### src/rtl/car_sensor_gen.sv
// Emulates the a/b sensor pair of a car passing through a parking-meter gate.
// Each request plays P1->P2->P3->GAP, each phase hold_eff cycles, and updates occupancy.
module car_sensor_gen #(
    parameter int unsigned HOLD_W = 8,
    parameter int unsigned OCC_W  = 8
) (
    input  logic              clk,
    input  logic              reset,
    input  logic              start,
    input  logic              dir,
    input  logic [HOLD_W-1:0] hold,
    input  logic              abort,
    output logic              a,
    output logic              b,
    output logic              busy,
    output logic              done,
    output logic [OCC_W-1:0]  occupancy
);

    typedef enum logic [2:0] {StIdle, StP1, StP2, StP3, StGap} state_e;

    state_e              state_q, state_d;
    logic [HOLD_W-1:0]   cnt_q, cnt_d;
    logic [HOLD_W-1:0]   hold_q, hold_d;
    logic                dir_q, dir_d;
    logic                a_q, a_d, b_q, b_d, busy_q, busy_d, done_q, done_d;
    logic [OCC_W-1:0]    occ_q, occ_d;
    logic [HOLD_W-1:0]   hold_eff;
    logic                expire;
    logic                seq_done;

    assign hold_eff = (hold == '0) ? HOLD_W'(1) : hold;
    assign expire   = (cnt_q == '0);

    always_ff @(posedge clk) begin
        if (reset) begin
            state_q <= StIdle;
            cnt_q   <= '0;
            hold_q  <= '0;
            dir_q   <= 1'b0;
            a_q     <= 1'b0;
            b_q     <= 1'b0;
            busy_q  <= 1'b0;
            done_q  <= 1'b0;
            occ_q   <= '0;
        end else begin
            state_q <= state_d;
            cnt_q   <= cnt_d;
            hold_q  <= hold_d;
            dir_q   <= dir_d;
            a_q     <= a_d;
            b_q     <= b_d;
            busy_q  <= busy_d;
            done_q  <= done_d;
            occ_q   <= occ_d;
        end
    end

    // Counter counts down from hold_eff-1; a phase ends when it reaches zero.
    always_comb begin
        state_d  = state_q;
        cnt_d    = cnt_q;
        hold_d   = hold_q;
        dir_d    = dir_q;
        seq_done = 1'b0;
        unique case (state_q)
            StIdle: begin
                if (start && !abort) begin
                    state_d = StP1;
                    dir_d   = dir;
                    hold_d  = hold_eff;
                    cnt_d   = hold_eff - HOLD_W'(1);
                end
            end
            StP1, StP2, StP3: begin
                if (expire) begin
                    state_d = (state_q == StP1) ? StP2 : (state_q == StP2) ? StP3 : StGap;
                    cnt_d   = hold_q - HOLD_W'(1);
                end else begin
                    cnt_d = cnt_q - HOLD_W'(1);
                end
            end
            StGap: begin
                if (expire) begin
                    state_d  = StIdle;
                    cnt_d    = '0;
                    seq_done = 1'b1;
                end else begin
                    cnt_d = cnt_q - HOLD_W'(1);
                end
            end
            default: begin
                state_d = StIdle;
                cnt_d   = '0;
            end
        endcase
        if (abort && state_q != StIdle) begin
            state_d  = StIdle;
            cnt_d    = '0;
            seq_done = 1'b0;
        end
    end

    // Outputs are registered from the next state so they track state_q exactly.
    always_comb begin
        a_d    = 1'b0;
        b_d    = 1'b0;
        busy_d = (state_d != StIdle);
        done_d = seq_done;
        occ_d  = occ_q;
        unique case (state_d)
            StP1:    begin a_d = ~dir_d; b_d = dir_d;  end
            StP2:    begin a_d = 1'b1;   b_d = 1'b1;   end
            StP3:    begin a_d = dir_d;  b_d = ~dir_d; end
            default: begin a_d = 1'b0;   b_d = 1'b0;   end
        endcase
        if (seq_done) begin
            if (!dir_q && occ_q != '1) begin
                occ_d = occ_q + OCC_W'(1);
            end else if (dir_q && occ_q != '0) begin
                occ_d = occ_q - OCC_W'(1);
            end
        end
    end

    assign a         = a_q;
    assign b         = b_q;
    assign busy      = busy_q;
    assign done      = done_q;
    assign occupancy = occ_q;

endmodule

### config.mk
export PLATFORM = sky130hd
export DESIGN_NAME = car_sensor_gen
export DESIGN_NICKNAME = d
export VERILOG_FILES = /design/src/rtl/car_sensor_gen.sv
export SDC_FILE = /design/constraint.sdc
export NUM_CORES = 1
export LEC_CHECK = 0
export CAP_MARGIN = 15
export CORE_MARGIN = 3
export CORE_UTILIZATION = 30
export DETAILED_ROUTE_END_ITERATION = 10
export HOLD_SLACK_MARGIN = 0.15
export PLACE_DENSITY = 0.55
export SLEW_MARGIN = 20
export SYNTH_ARGS = -nofsm -noshare
export SYNTH_HDL_FRONTEND = slang
export SYNTH_SLANG_ARGS = --single-unit
### constraint.sdc
create_clock -name clk -period 3.4 [get_ports clk]
set_input_delay 0.68 -clock clk [delete_from_list [all_inputs] [get_ports clk]]
set_output_delay 0.68 -clock clk [all_outputs]
set_load 0.1 [all_outputs]
# Word-level counts from Yosys, hierarchy flattened
# Cells that the tools add are included.
dict set report word_totals {
  inputBits 13
  wordCells 62
  ramBits 0
  mem_count 0
  latchBits 0
  romBits 0
  out_inout_bits 12
  regBits 32
}
dict set report op_classes {
  multipliers 0
  bitwise 1
  reduce_logical 17
  n_mux 21
  addsub 5
  eq_ne 9
  n_shift 0
  div 0
  order_cmp 0
}
# op count
set ops {}
lappend ops {{two-way mux 8 bit} 6}
lappend ops {{subtractor 8 x 1 -> 8 bit (second input constant)} 4}
lappend ops {{one-hot mux 8 bit (3 select lines)} 1}
lappend ops {{two-way mux 3 bit} 6}
lappend ops {{logical NOT 8 bit} 2}
lappend ops {{equality test 3 x 2 -> 1 bit (second input constant)} 4}
lappend ops {{one-hot mux 3 bit (3 select lines)} 1}
lappend ops {{adder 8 x 1 -> 8 bit (second input constant)} 1}
lappend ops {{!= test 8 bit (second input constant)} 1}
lappend ops {{nonzero test 8 bit} 1}
lappend ops {{equality test 3 x 1 -> 1 bit (second input constant)} 2}
lappend ops {{one-hot mux 1 bit (3 select lines)} 2}
lappend ops {{nonzero test 3 bit} 2}
lappend ops {{two-way mux 1 bit} 5}
lappend ops {{logical AND 1 bit} 4}
lappend ops {{AND reduction 2 bit} 2}
lappend ops {{equality test 3 bit (second input constant)} 1}
lappend ops {{logical NOT 3 bit} 1}
lappend ops {{OR reduction 3 bit} 1}
lappend ops {{logical NOT 1 bit} 2}
lappend ops {{!= test 2 bit (second input constant)} 1}
lappend ops {{nonzero test 2 bit} 1}
lappend ops {{OR reduction 2 bit} 1}
lappend ops {{inverter 1 bit} 1}

# Longest topological paths before layout
dict set report logic_depth {
  word_depth 8
  mapped_depth 9
  mapped_depth_nobuf 9
}

# Least setup slack after synthesis
# No wires, ideal clock.
dict set report synth_timing {
  kind {reg2reg}
  from {register occ_q[0] (netlist: occupancy[0])}
  to {register occ_q[7] (netlist: occupancy[7])}
  path_slack_ns -0.107
  stages_incl_launch_ff 10
  path_buffers 0
  synth_period_minus_slack_ns 3.507
  t_required_ns 3.277
  setup_time_ns 0.123
  arrival_ns 3.383
  cell_sequence {dfxtp_1 nand4_1 o21bai_1 ha_1 a21oi_1 nor2b_1 a311oi_1 a21oi_1 o31ai_1 mux2_1}
}
dict set report synth_via {
  elab_chain_cells 4
  elab_cells_between_ends 10
  cone_classes {2 x add/sub; 1 x eq/ne; 2 x mux; 5 x reduce/logical}
}
# item line_no
set synth_rtl {}
lappend synth_rtl {{start: declaration} 27} ;# logic [OCC_W-1:0] occ_q, occ_d;
lappend synth_rtl {{start signal: assignment} 45} ;# occ_q <= '0;
lappend synth_rtl {{start signal: assignment} 55} ;# occ_q <= occ_d;
lappend synth_rtl {{parallel branches: the longest is 4 deep, another holds subtractor 8 x 1 -> 8 bit} --}
# Parallel ways; which one is timed is not known. The select of a mux whose other input is x is not followed.
# A chain may end at the register's enable or synchronous reset.

# Worst setup path after layout
dict set report layout_timing {
  from {input hold[3]}
  to {register cnt_q[6]}
}
dict set report layout_via {
  elab_chain_cells 5
}
# item line_no
set layout_rtl {}
lappend layout_rtl {{start: declaration} 11} ;# input logic [HOLD_W-1:0] hold,
lappend layout_rtl {{logical NOT 8 bit} 32} ;# assign hold_eff = (hold == '0) ? HOLD_W'(1) : hold;
lappend layout_rtl {{two-way mux 8 bit *} 32}
lappend layout_rtl {{subtractor 8 x 1 -> 8 bit *} 72} ;# cnt_d = hold_eff - HOLD_W'(1);
lappend layout_rtl {{two-way mux 8 bit *} 68} ;# if (start && !abort) begin
lappend layout_rtl {{one-hot mux 8 bit (3 select lines) *} 66} ;# unique case (state_q)
lappend layout_rtl {{end signal: assignment} 48} ;# cnt_q <= cnt_d;
lappend layout_rtl {{end: declaration} 23} ;# logic [HOLD_W-1:0] cnt_q, cnt_d;
# Every way passes the cells marked *; elsewhere a longest branch is shown, timed or not. The select of a mux whose other input is x is not followed.

==> impl_metrics.py <==
metrics = {
    "status": {
        "status": "finished clean",
    },
    "cts": {
        "htree_levels": 2,
        "cts_buffers": 5,
        "insertion_delay_ns": 0.29,
        "path_clk_slew_ns": 0.07,
        "cts_resized": 0,
        "cts_buffer_depth": 2,
        "clock-sinks": 32,
        "cts_setup_buffers": 0,
        "cts_tree": "yes",
        "cts_root_buf": "clkbuf_8",
        "cts.hold.buffers_added": 0,
    },
    "route": {
        "drc_errors": 0,
        "avgViaCountPerCell": 5.21,
        "ant_nets": 0,
        "drt_iter0_drc": 79,
        "wire_per_inst_um": 14.1,
        "via_count": 1919,
        "drt-total-wl_mm": 5.21,
        "first_pass_iters": 4,
    },
    "global_route": {
        "grt_max_degree": 14,
        "track_usage_pct": 14.4,
        "overflow": 0,
        "grt_pass1_wl_mm": 8.88,
        "grt_pass1_vias": 1785,
        "antenna_found_initial": 0,
    },
    "die": {
        "row_count": 29,
        "io-pin-count": 25,
        "die_h_um": 89.3,
        "die_w_um": 89.3,
        "core_um2": 6530,
        "die_area_um2": 7980,
        "start_util_pct": 31.9,
    },
    "synthesis": {
        "yosysTopAreaCell": "dfxtp_1",
        "synth-compound-area-share_pct": 18.7,
        "synth-edff-count": 0,
        "synth_top_family_by_area": "simple AND/OR/NAND/NOR gates",
        "synth_xor_area_share_pct": 9.25,
        "synth_top_cells_by_area": "dfxtp_1 31%, nand2_1 6.7%, xnor2_1 5.9%, nor2_1 5.6%, ha_1 5.4%",
        "synth.most_common_cell": "nand2_1",
        "synth_seq_area_share_pct": 30.8,
        "synth-main-ff-cell": "dfxtp_1",
        "synth_cell_types": 54,
        "ys_seq_elements": 32,
        "synth_mux_area_share_pct": 4.39,
        "synth_top_area_share_pct": 30.8,
        "ys_warn_count": 0,
        "synth_commonest_cells": "37 x nand2_1, 32 x dfxtp_1, 31 x nor2_1",
        "synthArstFlopShare_pct": 0,
        "netlist_area_um2": 2080,
        "syn_inst": 260,
        "synth_simple_gate_area_share_pct": 27.8,
        "synth-adder-area-share_pct": 6.37,
        "avgSynthCellArea_um2": 8.01,
        "syn-num-nets": 283,
    },
    "cells_and_area": {
        "drive_above_1_share_pct": 11.7,
        "register_area_um2": 651,
        "multi_input_area_um2": 1380,
        "nNetsFinal": 313,
        "num-fill-cells": 698,
        "diodes": 0,
        "syn_to_final_growth_pct": 21.1,
    },
    "setup_path": {
        "required_ns": 3.59,
        "path_cells": "clkdlybuf4s50_1, or4_1, nor3_1, a21oi_1, ha_1, nand2_1, nor3_1, xor2_1, a32o_1, a31o_1",
        "cp_common_cell": "nor3_1",
        "critical_path.endpoint_type": "flip-flop",
        "path_class": "in -> reg",
        "cp_num_cells": 10,
        "cp_data_arrival_time_ns": 3.09,
        "cp_max_fo": 5,
        "cpPeakStageDelay_ns": 0.56,
        "critPathTopFamily": "simple AND/OR/NAND/NOR gates",
        "startpoint_type": "input port",
        "cp_num_buf_inv": 1,
        "ff2ff_path_depth": 10,
        "crit_slowest_cell": "or4_1",
    },
    "timing": {
        "fin_tns_setup_ns": 0,
        "min_period_ns": 2.91,
        "fmax_mhz": 344,
        "setup_viol": 0,
        "final-max-slew-violation-count": 0,
        "worst_pin_slew_ns": 0.962,
        "max-slew-margin-rel_pct": 35.7,
        "rsz0062_at_grt": "no",
        "min_period_over_period_pct": 85.5,
        "finalHoldViolCount": 0,
        "fin_ws_ns": 0.492,
        "finalClockSkew_ns": 0.00836,
    },
    "run": {
        "cap_violations": 0,
    },
    "hold_path": {
        "hold_class": "reg -> reg",
        "holdPathStages": 2,
    },
    "power_and_ir_drop": {
        "power.leakage_nw": 0.977,
        "power_per_cell_area_nw_per_um2": 492,
        "irDropWorstVdd_uv": 159,
    },
    "placed_design": {
        "gp_congestion": 0.849,
        "dp_hpwl_mm": 4.04,
        "portBuffers": 24,
        "post-place-ws_ns": 0.220,
    },
}
## per-stage QoR
stage	hold slack, ns	area, um^2	power, mW	cells	utilization [%]
after global placement	0.458	2430	0.938	360	37.2
after detailed placement	0.465	2430	0.939	360	37.2
final	0.470	2520	1.24	368	38.6
after global routing	0.517	2520	1.32	368	38.6
after CTS	0.474	2520	1.25	368	38.6
after floorplan	0.448	2090	0.818	260	-
## worst register-to-register path, delay by kind of cell (launching register included)
| kind | cells | cell delay (ns) |
|---|---|---|
| AO/OA/AOI/OAI | 5 | 1.19 |
| flip-flops | 1 | 0.41 |
| multiplexers | 1 | 0.35 |
| adder cells (fa/ha/maj) | 1 | 0.23 |
| AND/OR/NAND/NOR | 2 | 0.20 |
| buffers and inverters | 1 | 0.17 |
## state kept, by name, summed over array words and instances, names as in the netlist
register / cells
a: 1
b: 1
busy: 1
cnt_q: 8
dir_q: 1
done: 1
hold_q: 8
occupancy: 8
state_q: 3
## kinds of logic (layout without fill, tap and decap cells)
family	count (synthesis)	in the layout
flip-flops	32	32
AND/OR/NAND/NOR	116	116
multiplexers	9	9
XOR/XNOR	22	22
AO/OA/AOI/OAI	57	57
adder cells (fa/ha/maj)	10	10
buffers and inverters	14	45
## routing by layer
layer / global-route usage (%) / part of all wire, %
met5: 0 / 0
met4: 5.14 / 1.6
met3: 2.95 / 4.2
met2: 22.2 / 45
met1: 19.7 / 49
## path summary, 6_finish.rpt
kind,end,slack [ns],startpoint
setup / recovery,cnt_q[6],0.49,hold[3]
setup reg to reg,occupancy[7],0.74,occupancy[0]
hold / removal,hold_q[7],0.47,hold_q[7]
hold reg to reg,hold_q[7],0.47,hold_q[7]
## cells in the final DEF (no fill, tap or decap), types with 2 or more instances in the layout
cell type	count
or3_1	3
mux2i_1	8
xnor2_1	14
inv_1	6
nor2_1	31
nand4_1	2
ha_1	9
o21ai_0	6
dfxtp_1	24
o2bb2ai_1	2
dfxtp_2	8
clkbuf_8	6
nor3b_1	2
nor3_1	11
or4_1	4
a31oi_1	4
a211oi_1	2
clkbuf_1	2
o21bai_1	2
a21oi_1	17
clkdlybuf4s50_1	18
a32oi_1	2
xor2_1	8
o211ai_1	6
o31ai_1	3
nand2_1	37
buf_4	13
nand3_1	8
nor4_1	3
nor2b_1	4
## layout make-up
class | count | area share (%)
Sequential cell | 32 | 25.8
Timing Repair Buffer | 31 | 11.0
Inverter | 6 | 0.893
Tap cell | 77 | 3.82
Multi-Input combinational cell | 214 | 54.9
Clock buffer | 8 | 3.57
## report_power, final
part / internal [mW] / switching, mW
logic: 0.182 / 0.289
clock network: 0.165 / 0.139
registers: 0.413 / 0.0516
total: 0.760 / 0.480
(Power assumes the default switching activity.)
